[src/rtl/cop1_pkg.sv]
// Shared Cop1 definitions: producer indices, register index width and the write-request record.
package cop1_pkg;

    localparam int unsigned NUM_PROD  = 3;
    localparam int unsigned PROD_FPU  = 0;
    localparam int unsigned PROD_LD   = 1;
    localparam int unsigned PROD_MT   = 2;
    localparam int unsigned FPU_REG_W = 5;

    typedef struct packed {
        logic                 valid;
        logic [FPU_REG_W-1:0] wreg;
        logic [31:0]          data;
    } wr_req_t;

endpackage

[src/rtl/fpu_wb_arbiter.sv]
// Three-way fixed-priority arbiter with per-requester aging counters; a requester that has
// lost MAX_WAIT times in a row is promoted above the fixed order.
module fpu_wb_arbiter
    import cop1_pkg::*;
#(
    parameter int unsigned MAX_WAIT = 4
) (
    input  logic                clk_i,
    input  logic                rst_i,
    input  logic [NUM_PROD-1:0] req_i,
    output logic [NUM_PROD-1:0] gnt_o
);

    localparam int unsigned      CntW     = 4;
    localparam logic [CntW-1:0]  MaxWaitC = CntW'(MAX_WAIT);

    logic [CntW-1:0]     cnt_q [NUM_PROD];
    logic [CntW-1:0]     cnt_d [NUM_PROD];
    logic [NUM_PROD-1:0] urgent;
    logic                found;

    always_comb begin
        urgent = '0;
        gnt_o  = '0;
        found  = 1'b0;
        for (int i = 0; i < NUM_PROD; i++) begin
            urgent[i] = req_i[i] && (cnt_q[i] == MaxWaitC);
        end
        // Aged requesters first, lowest index wins ties; then plain fixed order.
        for (int i = 0; i < NUM_PROD; i++) begin
            if (urgent[i] && !found) begin
                gnt_o[i] = 1'b1;
                found    = 1'b1;
            end
        end
        for (int i = 0; i < NUM_PROD; i++) begin
            if (req_i[i] && !found) begin
                gnt_o[i] = 1'b1;
                found    = 1'b1;
            end
        end
    end

    always_comb begin
        for (int i = 0; i < NUM_PROD; i++) begin
            cnt_d[i] = cnt_q[i];
            if (!req_i[i] || gnt_o[i]) begin
                cnt_d[i] = '0;
            end else if (cnt_q[i] != MaxWaitC) begin
                cnt_d[i] = cnt_q[i] + 1'b1;
            end
        end
    end

    always_ff @(posedge clk_i or posedge rst_i) begin
        if (rst_i) begin
            for (int i = 0; i < NUM_PROD; i++) begin
                cnt_q[i] <= '0;
            end
        end else begin
            for (int i = 0; i < NUM_PROD; i++) begin
                cnt_q[i] <= cnt_d[i];
            end
        end
    end

endmodule

[src/rtl/fpu_writeback_scheduler.sv]
// Cop1 register-bank write sequencer: one-entry buffer per producer, aged arbitration onto a
// single registered write port, and a busy scoreboard that drives the issue stall.
module fpu_writeback_scheduler
    import cop1_pkg::*;
#(
    parameter int unsigned MAX_WAIT = 4,
    parameter int unsigned NREGS    = 32
) (
    input  logic                 iCLK,
    input  logic                 iCLR,
    input  logic                 iFpuValid,
    input  logic [FPU_REG_W-1:0] iFpuReg,
    input  logic [31:0]          iFpuData,
    output logic                 oFpuReady,
    input  logic                 iLdValid,
    input  logic [FPU_REG_W-1:0] iLdReg,
    input  logic [31:0]          iLdData,
    output logic                 oLdReady,
    input  logic                 iMtValid,
    input  logic [FPU_REG_W-1:0] iMtReg,
    input  logic [31:0]          iMtData,
    output logic                 oMtReady,
    input  logic                 iIssueValid,
    input  logic [FPU_REG_W-1:0] iIssueSrc1,
    input  logic [FPU_REG_W-1:0] iIssueSrc2,
    input  logic [FPU_REG_W-1:0] iIssueDest,
    input  logic                 iIssueUsesSrc2,
    input  logic                 iIssueWrites,
    output logic                 oStall,
    output logic                 oRegWrite,
    output logic [FPU_REG_W-1:0] oWriteRegister,
    output logic [31:0]          oWriteData,
    output logic [NREGS-1:0]     oBusy
);

    wr_req_t              in_req [NUM_PROD];
    wr_req_t              buf_q  [NUM_PROD];
    wr_req_t              buf_d  [NUM_PROD];
    logic [NUM_PROD-1:0]  buf_valid;
    logic [NUM_PROD-1:0]  gnt;
    logic [NUM_PROD-1:0]  ready;

    logic                 reg_write_q, reg_write_d;
    logic [FPU_REG_W-1:0] write_reg_q, write_reg_d;
    logic [31:0]          write_data_q, write_data_d;
    logic [NREGS-1:0]     busy_q, busy_d;
    logic                 issue_fire;

    function automatic logic busy_at(input logic [NREGS-1:0] b, input logic [FPU_REG_W-1:0] idx);
        logic bit_v;
        bit_v = 1'b0;
        for (int i = 0; i < NREGS; i++) begin
            if (FPU_REG_W'(i) == idx) bit_v = b[i];
        end
        return bit_v;
    endfunction

    always_comb begin
        in_req[PROD_FPU] = '{valid: iFpuValid, wreg: iFpuReg, data: iFpuData};
        in_req[PROD_LD]  = '{valid: iLdValid,  wreg: iLdReg,  data: iLdData};
        in_req[PROD_MT]  = '{valid: iMtValid,  wreg: iMtReg,  data: iMtData};
    end

    // Ready depends only on buffer state and the grant, never on the incoming valid.
    always_comb begin
        for (int i = 0; i < NUM_PROD; i++) begin
            buf_valid[i] = buf_q[i].valid;
            ready[i]     = !buf_q[i].valid || gnt[i];
        end
    end

    assign oFpuReady = ready[PROD_FPU];
    assign oLdReady  = ready[PROD_LD];
    assign oMtReady  = ready[PROD_MT];

    fpu_wb_arbiter #(
        .MAX_WAIT (MAX_WAIT)
    ) u_arbiter (
        .clk_i (iCLK),
        .rst_i (iCLR),
        .req_i (buf_valid),
        .gnt_o (gnt)
    );

    always_comb begin
        for (int i = 0; i < NUM_PROD; i++) begin
            buf_d[i] = buf_q[i];
            if (gnt[i]) buf_d[i].valid = 1'b0;
            if (in_req[i].valid && ready[i]) buf_d[i] = in_req[i];
        end
    end

    always_comb begin
        reg_write_d  = 1'b0;
        write_reg_d  = write_reg_q;
        write_data_d = write_data_q;
        for (int i = 0; i < NUM_PROD; i++) begin
            if (gnt[i]) begin
                reg_write_d  = 1'b1;
                write_reg_d  = buf_q[i].wreg;
                write_data_d = buf_q[i].data;
            end
        end
    end

    assign oStall = iIssueValid &&
                    (busy_at(busy_q, iIssueSrc1) ||
                     (iIssueUsesSrc2 && busy_at(busy_q, iIssueSrc2)) ||
                     (iIssueWrites && busy_at(busy_q, iIssueDest)));

    assign issue_fire = iIssueValid && !oStall && iIssueWrites;

    // Set is applied after clear so a freshly issued write keeps the bit pending.
    always_comb begin
        busy_d = busy_q;
        for (int i = 0; i < NREGS; i++) begin
            if (reg_write_q && (FPU_REG_W'(i) == write_reg_q)) busy_d[i] = 1'b0;
            if (issue_fire && (FPU_REG_W'(i) == iIssueDest)) busy_d[i] = 1'b1;
        end
    end

    always_ff @(posedge iCLK or posedge iCLR) begin
        if (iCLR) begin
            for (int i = 0; i < NUM_PROD; i++) begin
                buf_q[i] <= '0;
            end
            reg_write_q  <= 1'b0;
            write_reg_q  <= '0;
            write_data_q <= '0;
            busy_q       <= '0;
        end else begin
            for (int i = 0; i < NUM_PROD; i++) begin
                buf_q[i] <= buf_d[i];
            end
            reg_write_q  <= reg_write_d;
            write_reg_q  <= write_reg_d;
            write_data_q <= write_data_d;
            busy_q       <= busy_d;
        end
    end

    assign oRegWrite      = reg_write_q;
    assign oWriteRegister = write_reg_q;
    assign oWriteData     = write_data_q;
    assign oBusy          = busy_q;

endmodule

[config.mk]
export PLATFORM = sky130hd
export DESIGN_NAME = fpu_writeback_scheduler
export DESIGN_NICKNAME = d
export VERILOG_FILES = /design/src/rtl/cop1_pkg.sv /design/src/rtl/fpu_wb_arbiter.sv /design/src/rtl/fpu_writeback_scheduler.sv
export SDC_FILE = /design/constraint.sdc
export NUM_CORES = 1
export LEC_CHECK = 0
export BUFFER_PORTS_ARGS = -buffer_cell sky130_fd_sc_hd__clkbuf_2
export CAP_MARGIN = 15
export CORE_UTILIZATION = 57
export CTS_CLUSTER_SIZE = 20
export DETAILED_ROUTE_END_ITERATION = 7
export GPL_TIMING_DRIVEN = 1
export PLACE_DENSITY_LB_ADDON = 0.2
export SYNTH_ARGS = -nofsm -noshare
export SYNTH_HDL_FRONTEND = slang
export SYNTH_SLANG_ARGS = --single-unit
[constraint.sdc]
create_clock -name iCLK -period 11.47 [get_ports iCLK]
set_clock_uncertainty 0.15 [all_clocks]
set_input_delay 0.5735 -clock iCLK [delete_from_list [all_inputs] [get_ports iCLK]]
set_output_delay 0.5735 -clock iCLK [all_outputs]
set_load 0.02 [all_outputs]
==> flow_metrics.py, run 1 <==
metrics = {
    "status": {
        "run_status": "finished, final reports clean",
    },
    "clock_network": {
        "h-tree-depth": 4,
        "numCtsBuffers": 17,
        "clk_path_buf_depth": 2,
        "cts_setup_buffers": 0,
        "cts_root_buf": "clkbuf_16",
        "path_clk_slew_ps": 70,
        "clock_latency_ps": 440,
        "post_cts_resized": 0,
        "holdBufCountCts": 0,
        "cts_tree": "yes",
        "cts.sinks": 196,
    },
    "synthesis": {
        "yosysTopAreaCellShare_pct": 51.2,
        "async_flop_share_pct": 100,
        "ys_ff_latch": 196,
        "ys.flop_type": "dfrtp_1",
        "ys_warn_count": 0,
        "yosysTopAreaCell": "dfrtp_1",
        "netlist_instances": 895,
        "yosysUniqueCellTypes": 60,
        "syn_nets": 1035,
        "synth_area_leaders": "dfrtp_1, mux2_2, o22ai_1",
        "synth_edf_count": 0,
        "ys_seq_area_share_pct": 51.2,
        "synth_commonest_cells": "dfrtp_1, mux2_2, o22ai_1",
        "synth_area_per_cell_um2": 10.7,
        "syn_area_um2": 9590,
        "synth.most_common_cell": "dfrtp_1",
    },
    "run": {
        "maxCapViolations": 0,
    },
    "sta": {
        "worst_pin_slew_ps": 1110,
        "grt_setup_unrepaired": "no",
        "worst_slack_ps": 7430,
        "hold_viol": 0,
        "setup_tns_ps": 0,
        "setup_viol_count_final": 0,
        "slew_violations": 0,
        "period_needed_ps": 4040,
        "fmaxAchievable_ghz": 0.248,
        "finalCritPeriodShare_pct": 35.2,
        "relSlewSlack_pct": 25.9,
        "fin_hold_ws_ps": 100,
    },
    "grt": {
        "grt_first_pass_wirelength_mm": 42.3,
        "grt_max_degree": 116,
        "grt_overflow_total": 0,
        "grtUsageTotal_pct": 31.8,
        "grt_pass1_vias": 7999,
        "antenna_found_initial": 1,
    },
    "floorplan": {
        "core_um2": 16500,
        "die_h_um": 132,
        "rows": 47,
        "die_width_um": 132,
        "die_area_um2": 17300,
        "start_util_pct": 58.0,
        "pin_count": 208,
    },
    "placement": {
        "pre_cts_ws_ps": 7540,
        "io_buffers": 207,
        "gp_congestion": 0.958,
        "dp_hpwl_mm": 17.5,
        "place_area_um2": 10700,
    },
    "power": {
        "leakage_nw": 4.99,
        "power-per-cell-area_nw_per_um2": 290,
        "ir_drop_mv": 0.188,
    },
    "route": {
        "wl_met3_mm": 2.20,
        "route.detailed.wl_per_inst_um": 20.4,
        "wl_met2_mm": 12.1,
        "drc": 0,
        "wirelength_mm": 26.5,
        "drtIter0Drc": 642,
        "drt-pass1-iter-count": 5,
        "vias": 8086,
        "wl_met1_mm": 11.0,
        "ant_nets": 0,
        "maxUsedRoutingLayer": "met4",
        "viasPerCell": 6.21,
    },
    "finish": {
        "stdcell_area_um2": 11400,
        "nNetsFinal": 1208,
        "final_util_pct": 68.9,
        "layout-area-overhead-vs-synth_pct": 18.8,
        "post_route_cells_drive_above_1_share_pct": 35.2,
    },
    "setup_path": {
        "cp_data_required_time_ps": 10750,
        "crit_chain": "clkbuf_2 > nor4b_1 > a31oi_1 > o221ai_1 > a211oi_1 > a211oi_1 > a211o_1 > o21a_1 > clkbuf_2",
        "start_kind": "input port",
        "critPathSlowestCell": "a211o_1",
        "path_class": "input port to output port",
        "cp-end-kind": "output port",
        "crit_fanout": 33,
        "cp.arrival_ps": 3320,
        "slowest_delay_ps": 880,
    },
    "hold_path": {
        "hold_path_class": "input port to async pin",
    },
}
==> cell type report <==
| cell class | count | area [µm²] |
|---|---|---|
| fill | 1278 | 5140 |
| clock buffer | 18 | 439 |
| timing repair buffer | 212 | 1070 |
| clock inverter | 14 | 218 |
| tap | 220 | 275 |
| antenna | 1 | 2.50 |
| sequential | 196 | 4900 |
| multi-input combinational | 621 | 4390 |
| inverter | 20 | 82.6 |
==> path summary, 6_finish.rpt <==
check	start	end	slack (ps)	depth (start not counted)
max	iIssueSrc2[1]	oStall	7430	9
min	iCLR	buf_q[77]	100	2
max reg2reg	u_arbiter.cnt_q[0]	buf_q[1]	7550	10
min reg2reg	buf_q[107]	buf_q[107]	360	1
max in group asynchronous	iCLR	buf_q[94]	9590	3
min in group iCLK	iMtValid	buf_q[37]	190	2
==> layout by cell type (no fill, tap or decap), drive strengths merged, types with 5 or more instances in the layout <==
cell type  count
nand3         23
mux2i          6
mux2         119
nor3          17
buf            5
clkbuf       225
nor4           5
a31oi          8
inv           24
o22ai         78
nor2          70
nand2         55
a21oi         18
and2           5
a211oi         9
o221ai         5
or2            5
nand3b         6
nor2b         12
nand2b        28
nor3b          6
ha             6
o21ai         48
o31ai         29
dfrtp        196
==> registers in the layout, indices dropped and copies added (netlist names) <==
register and flops:
buf_q 114, u_arbiter.cnt_q 12, oWriteRegister 5, oRegWrite 1
oBusy 32, oWriteData 32
==> worst max-delay path: cells and delay by family <==
family	cells	cell delay, ps
AOI/OAI and AO/OA	6	1740
and+or+nand+nor	1	570
buffers and inverters	2	420
==> where the power goes <==
part	internal, mW	switching [mW]	total [mW]
sequential	1.03	0.324	1.35
combinational	0.557	0.740	1.30
clock	0.378	0.278	0.656
==> per-layer routing <==
layer  global-route usage, %  vias to the layer above
li1                        -                     3674
met1                    42.7                     3914
met2                    47.5                      403
met3                    7.79                       95
met4                    17.4                        0
met5                       0                        -
==> stage by stage <==
step	instances	total power, mW
after floorplan	895	2.17
after global placement	1269	2.60
after detailed placement	1269	2.64
after CTS	1301	3.31
after global routing	1302	3.49
final	1302	3.31
==> cells by family after synthesis <==
group                    after synthesis  synth area share (%)
buffers and inverters                 78                  3.38
XOR/XNOR                               5                 0.457
flip-flops                           196                  51.2
adder cells (fa/ha/maj)                6                 0.783
multiplexers                         128                  15.3
AO/OA/AOI/OAI                        229                  15.7
AND/OR/NAND/NOR                      253                  13.2
Power figures use the tool's default switching activity.
==> inputs of run 2 (changes only) <==
--- a/config.mk
+++ b/config.mk
@@ -7,7 +7,7 @@
 export LEC_CHECK = 0
 export BUFFER_PORTS_ARGS = -buffer_cell sky130_fd_sc_hd__clkbuf_2
 export CAP_MARGIN = 15
-export CORE_UTILIZATION = 57
+export CORE_UTILIZATION = 55
 export CTS_CLUSTER_SIZE = 20
 export DETAILED_ROUTE_END_ITERATION = 7
 export GPL_TIMING_DRIVEN = 1
==> constraint.sdc (replaced) <==
create_clock -name iCLK -period 3.9 [get_ports iCLK]
set_clock_uncertainty 0.15 [all_clocks]
set_input_delay 0.195 -clock iCLK [delete_from_list [all_inputs] [get_ports iCLK]]
set_output_delay 0.195 -clock iCLK [all_outputs]
set_load 0.02 [all_outputs]
==> flow_metrics.py, run 2 (synthesized netlist as in run 1, its figures left out) <==
metrics = {
    "clock_network": {
        "h-tree-depth": 4,
        "numCtsBuffers": 17,
        "path_clk_slew_ps": 80,
        "clock_latency_ps": 430,
        "post_cts_resized": 0,
        "cts_tree": "yes",
        "cts.sinks": 196,
        "clk_path_buf_depth": 2,
        "cts_root_buf": "clkbuf_16",
    },
    "finish": {
        "fillCellCount": 1137,
        "seqCellArea_um2": 4900,
        "final_cell_mix": "clkbuf_2, dfrtp_1, mux2_2, dlygate4sd3_1, o22ai_1",
        "multiInputGateArea_um2": 4390,
        "layoutNonFillerInstCount": 1429,
        "nNetsFinal": 1334,
        "max_flop_register": "buf_q",
        "largest_reg_flops": 114,
        "final_common_cell": "clkbuf_2",
        "post_route_cells_drive_above_1_share_pct": 32.1,
        "layout-area-overhead-vs-synth_pct": 30.9,
    },
    "floorplan": {
        "rows": 47,
        "die_area_um2": 18000,
        "start_util_pct": 57.0,
        "die_width_um": 134,
        "pin_count": 208,
        "core_um2": 16800,
        "die_h_um": 134,
    },
    "setup_path": {
        "cp.arrival_ps": 2750,
        "reg2reg_depth": 10,
        "crit_fanout": 29,
        "critPathSlowestCell": "dfrtp_1",
        "critPathBufInv": 2,
        "cp-end-kind": "output port",
        "reg2reg_from": "u_arbiter.cnt_q[0]",
        "worstSetupPathDepth": 8,
        "crit_chain": "nor2_1 > or4_1 > a221oi_1 > o32ai_1 > a211oi_2 > buf_4 > o21a_1 > clkbuf_2",
        "crit_family": "compound AO/OA/AOI/OAI gates",
        "cp_data_required_time_ps": 3560,
        "slowest_delay_ps": 510,
        "start_kind": "flip-flop",
        "path_class": "flip-flop to output port",
        "rrSetupSlack_ps": 850,
        "startpoint": "oBusy[4]",
    },
    "grt": {
        "grt_max_degree": 72,
        "grt_first_pass_wirelength_mm": 48.5,
        "grt_pass1_vias": 9113,
        "grtUsageTotal_pct": 35.5,
        "grt_overflow_total": 0,
        "antenna_found_initial": 2,
    },
    "route": {
        "vias": 8929,
        "route.detailed.wl_per_inst_um": 22.0,
        "drc": 0,
        "drtIter0Drc": 816,
        "ant_nets": 0,
        "wirelength_mm": 31.5,
        "viasPerCell": 6.25,
        "drt-pass1-iter-count": 6,
    },
    "placement": {
        "placed_cells": 1277,
        "gp_congestion": 0.895,
        "io_buffers": 207,
        "dp_hpwl_mm": 18.3,
    },
    "power": {
        "leakage_nw": 5.48,
        "power-per-cell-area_nw_per_um2": 785,
        "ir_drop_mv": 0.456,
    },
    "sta": {
        "relSlewSlack_pct": 28.6,
        "setup_tns_ps": 0,
        "slew_violations": 0,
        "grt_setup_unrepaired": "no",
        "setup_viol_count_final": 0,
        "period_needed_ps": 3090,
        "worst_pin_slew_ps": 1070,
        "fmaxAchievable_ghz": 0.323,
        "hold_viol": 0,
        "finalCritPeriodShare_pct": 79.3,
    },
    "status": {
        "run_status": "finished, final reports clean",
    },
    "run": {
        "maxCapViolations": 0,
    },
    "hold_path": {
        "hold_path_class": "input port to async pin",
    },
}
[run 2: cell count changes in the layout (fill, tap and decap cells not counted), sizes merged, moves of 3 or more]
cell	change
buf	+9
bufinv	-4
clkbuf	+3
clkinv	+4
dlygate4sd3	+117
inv	-3
[run 2: layer usage]
| metal | wire length (µm) | vias to the layer above | global-route usage [%] | share of wire [%] |
|---|---|---|---|---|
| li1 | - | 3913 | - | - |
| met1 | 12000 | 4355 | 43.8 | 38 |
| met2 | 15600 | 561 | 59.6 | 50 |
| met3 | 2630 | 100 | 7.60 | 8.4 |
| met4 | 1200 | 0 | 16.8 | 3.8 |
| met5 | 0 | - | 0 | 0 |
[run 2: repair_timing]
action | 4_1_cts | 5_1_grt
buffers inserted | 0 | 0
endpoints found under the hold margin | 159 | 0
hold buffers | 117 | 0
[run 2: path summary, 6_finish.rpt]
path                                           end
worst min register to register  u_arbiter.cnt_q[8]
max in group asynchronous                oBusy[15]
worst max-delay path                        oStall
worst min-delay path                    buf_q[102]
min in group iCLK                         oBusy[1]
worst max register to register            buf_q[2]
[run 2: layout make-up]
type                    instances  area share (%)
diodes                          2          0.0399
inverters                      20           0.628
clock inverters                11           0.778
flip-flops and latches        196            39.1
multi-input cells             621            35.0
clock buffers                  21            3.67
well taps                     220            2.19
repair buffers                338            18.6
[run 2: tightest hold or removal path: cells and delay by family]
kind / cells / cell delay (ps)
buffers and inverters: 3 / 830
[run 2: power by group]
| group | internal (mW) | total, mW | switching [mW] |
|---|---|---|---|
| clock | 0.866 | 1.69 | 0.826 |
| combinational | 1.74 | 4.09 | 2.35 |
| sequential | 3.03 | 4.06 | 1.03 |
| total | 5.64 | 9.85 | 4.21 |
[run 2: per-stage QoR]
step	total power [mW]	area, µm²	util (%)	hold slack [ps]	setup WS, ps
6_report	9.85	12500	74.6	72.3	808
2_1_floorplan	6.40	9590	-	153	1020
4_1_cts	9.56	12500	74.5	107	844
5_1_grt	10.3	12500	74.6	68.4	644
3_5_place_dp	7.78	10800	64.2	268	915
3_3_place_gp	7.63	10800	64.2	263	1010
==> inputs of run 3 (changes only) <==
--- a/config.mk
+++ b/config.mk
@@ -5,6 +5,7 @@
 export SDC_FILE = /design/constraint.sdc
 export NUM_CORES = 1
 export LEC_CHECK = 0
+export ABC_AREA = 1
 export BUFFER_PORTS_ARGS = -buffer_cell sky130_fd_sc_hd__clkbuf_2
 export CAP_MARGIN = 15
 export CORE_UTILIZATION = 55
==> constraint.sdc (replaced) <==
create_clock -name iCLK -period 3 [get_ports iCLK]
set_clock_uncertainty 0.15 [all_clocks]
set_input_delay 0.15 -clock iCLK [delete_from_list [all_inputs] [get_ports iCLK]]
set_output_delay 0.15 -clock iCLK [all_outputs]
set_load 0.02 [all_outputs]
==> flow_metrics.py, run 3 <==
metrics = {
    "sta": {
        "grt_setup_unrepaired": "yes",
        "worst_pin_slew_ps": 1080,
        "relSlewSlack_pct": 27.8,
        "fin_hold_ws_ps": 1.34,
        "fmaxAchievable_ghz": 0.325,
        "worst_slack_ps": -73.8,
        "period_needed_ps": 3070,
        "setup_tns_ps": -113,
        "finalCritPeriodShare_pct": 102,
        "slew_violations": 0,
        "hold_viol": 0,
        "setup_viol_count_final": 5,
    },
    "setup_path": {
        "crit_top_cell": "nand2_1",
        "path_class": "flip-flop to output port",
        "critPathBufInv": 3,
        "cp.arrival_ps": 2770,
        "slowest_delay_ps": 400,
        "start_kind": "flip-flop",
        "crit_family": "simple AND/OR/NAND/NOR gates",
        "cp_data_required_time_ps": 2700,
        "crit_fanout": 3,
        "cp-end-kind": "output port",
        "critPathSlowestCell": "dfrtp_1",
    },
    "floorplan": {
        "die_area_um2": 18600,
        "start_util_pct": 56.9,
        "rows": 48,
        "die_h_um": 136,
        "pin_count": 208,
        "die_width_um": 136,
        "core_um2": 17500,
    },
    "clock_network": {
        "h-tree-depth": 4,
        "clock_latency_ps": 440,
        "cts_tree": "yes",
        "clk_path_buf_depth": 2,
        "numCtsBuffers": 17,
        "cts_root_buf": "clkbuf_16",
        "path_clk_slew_ps": 80,
        "cts.sinks": 196,
    },
    "finish": {
        "stdcell_area_um2": 13400,
        "final_cell_mix": "clkbuf_2, nand2_1, dfrtp_1, dlygate4sd3_1, mux2_2",
        "largest_reg_flops": 114,
        "post_route_cells_drive_above_1_share_pct": 29.8,
        "diodes": 0,
        "multiInputGateArea_um2": 4450,
        "fillCellCount": 1175,
        "nNetsFinal": 1570,
        "max_flop_register": "buf_q",
        "layout-area-overhead-vs-synth_pct": 34.5,
        "final_common_cell": "clkbuf_2",
        "seqCellArea_um2": 4900,
        "final_util_pct": 76.5,
        "layoutNonFillerInstCount": 1667,
    },
    "route": {
        "route.detailed.wl_per_inst_um": 20.7,
        "drtIter0Drc": 1109,
        "viasPerCell": 5.99,
        "drt-pass1-iter-count": 6,
        "vias": 9981,
        "drc": 0,
        "wirelength_mm": 34.5,
        "ant_nets": 0,
    },
    "power": {
        "power-per-cell-area_nw_per_um2": 1060,
        "leakage_nw": 6.30,
        "power_mw": 14.1,
        "p_sw_share_pct": 43.8,
        "ir_drop_mv": 0.716,
        "p_seq_share_pct": 36.2,
        "p_clk_share_pct": 16.9,
        "p_sw_mw": 6.19,
        "combPwrFrac_pct": 46.9,
        "p_int_mw": 7.95,
    },
    "placement": {
        "place_area_um2": 11400,
        "pre_cts_ws_ps": 49.5,
        "gp_congestion": 1.06,
        "dp_hpwl_mm": 20.8,
        "io_buffers": 207,
        "placed_cells": 1513,
    },
    "synthesis": {
        "synth_edf_count": 0,
        "ys_warn_count": 0,
        "ys_seq_area_share_pct": 49.3,
        "syn_nets": 1235,
        "ys.flop_type": "dfrtp_1",
        "yosysTopAreaCellShare_pct": 49.3,
        "yosysUniqueCellTypes": 40,
        "async_flop_share_pct": 100,
        "synth_commonest_cells": "nand2_1, dfrtp_1, mux2_2",
        "netlist_instances": 1095,
        "yosysTopAreaCell": "dfrtp_1",
        "syn_area_um2": 9950,
        "synth.most_common_cell": "nand2_1",
        "synth_area_per_cell_um2": 9.08,
        "synth_area_leaders": "dfrtp_1, mux2_2, nand2_1",
        "ys_ff_latch": 196,
    },
    "hold_path": {
        "hold_path_class": "input port to flip-flop",
    },
    "grt": {
        "antenna_found_initial": 0,
        "grtUsageTotal_pct": 37.7,
        "grt_pass1_vias": 9931,
        "grt_max_degree": 112,
        "grt_overflow_total": 0,
        "grt_first_pass_wirelength_mm": 53.0,
    },
    "run": {
        "maxCapViolations": 0,
    },
    "status": {
        "violations": "setup timing",
        "run_status": "complete, but fails checks",
    },
}
run 3: cell count changes in the layout (fill, tap and decap cells not counted), sizes merged, moves of 25 or more:
cell	change
o21ai	+32
nand2b	-28
o21bai	+36
nand2	+153
a31oi	+30
nand4	+58
o31ai	-26
o22ai	-78
inv	+81
nand3	+25
buf	+35
nor2	+40
run 3: worst paths after layout:
| kind | startpoint | endpoint | slack [ps] | depth (start not counted) |
|---|---|---|---|---|
| max | oBusy[1] | oStall | -70 | 28 |
| max in group asynchronous | iCLR | oWriteData[8] | 1760 | 4 |
| min | iMtValid | buf_q[37] | 1 | 4 |
| max reg2reg | oBusy[1] | oBusy[14] | -20 | 32 |
| min reg2reg | u_arbiter.cnt_q[8] | u_arbiter.cnt_q[8] | 350 | 1 |
| min in group asynchronous | iCLR | oBusy[0] | 250 | 4 |
run 3: cells by family (layout without fill, tap and decap cells):
family	after synthesis	in the layout	synth area share, %
AO/OA/AOI/OAI	180	180	11.0
XOR/XNOR	5	5	0.440
adder cells (fa/ha/maj)	6	6	0.755
buffers and inverters	152	499	6.44
flip-flops	196	196	49.3
multiplexers	109	109	12.3
AND/OR/NAND/NOR	447	447	19.7
run 3: final cells by class:
type,count,share of cell area [%]
clock buffer,17,3.18
clock inverter,14,1.38
inverter,97,2.77
multi-input combinational,747,33.3
sequential,196,36.7
tap,225,2.11
timing repair buffer,371,20.6
run 3: power groups by stage:
| stage | clock network (mW) | registers [mW] | logic (mW) |
|---|---|---|---|
| 2_1_floorplan | 0 | 5.23 | 3.50 |
| 3_3_place_gp | 0 | 4.95 | 5.77 |
| 3_5_place_dp | 0 | 5.01 | 5.92 |
| 4_1_cts | 2.39 | 4.98 | 6.14 |
| 5_1_grt | 2.48 | 5.21 | 7.15 |
| 6_report | 2.39 | 5.12 | 6.64 |
run 3: routing by layer:
metal  global-route usage [%]  wire (µm)  vias to the layer above
li1                         -          -                     4401
met1                     46.6      13400                     4876
met2                     62.3      16800                      594
met3                     8.54       2650                      110
met4                     18.1       1540                        0
met5                        0          0                        -
run 3: what timing repair did:
item                                    CTS  global route
cloned                                    0             3
pin swaps                                 1             8
hold endpoints to repair                307             0
resized for setup                        10            15
setup buffers                             4             4
hold buffers                            112             0
endpoints found under the setup margin    1            80
run 3: tightest hold or removal path: stages:
cell and delay [ps]:
clkbuf_2 80, nand2_2 60, buf_12 170, nand2_1 80
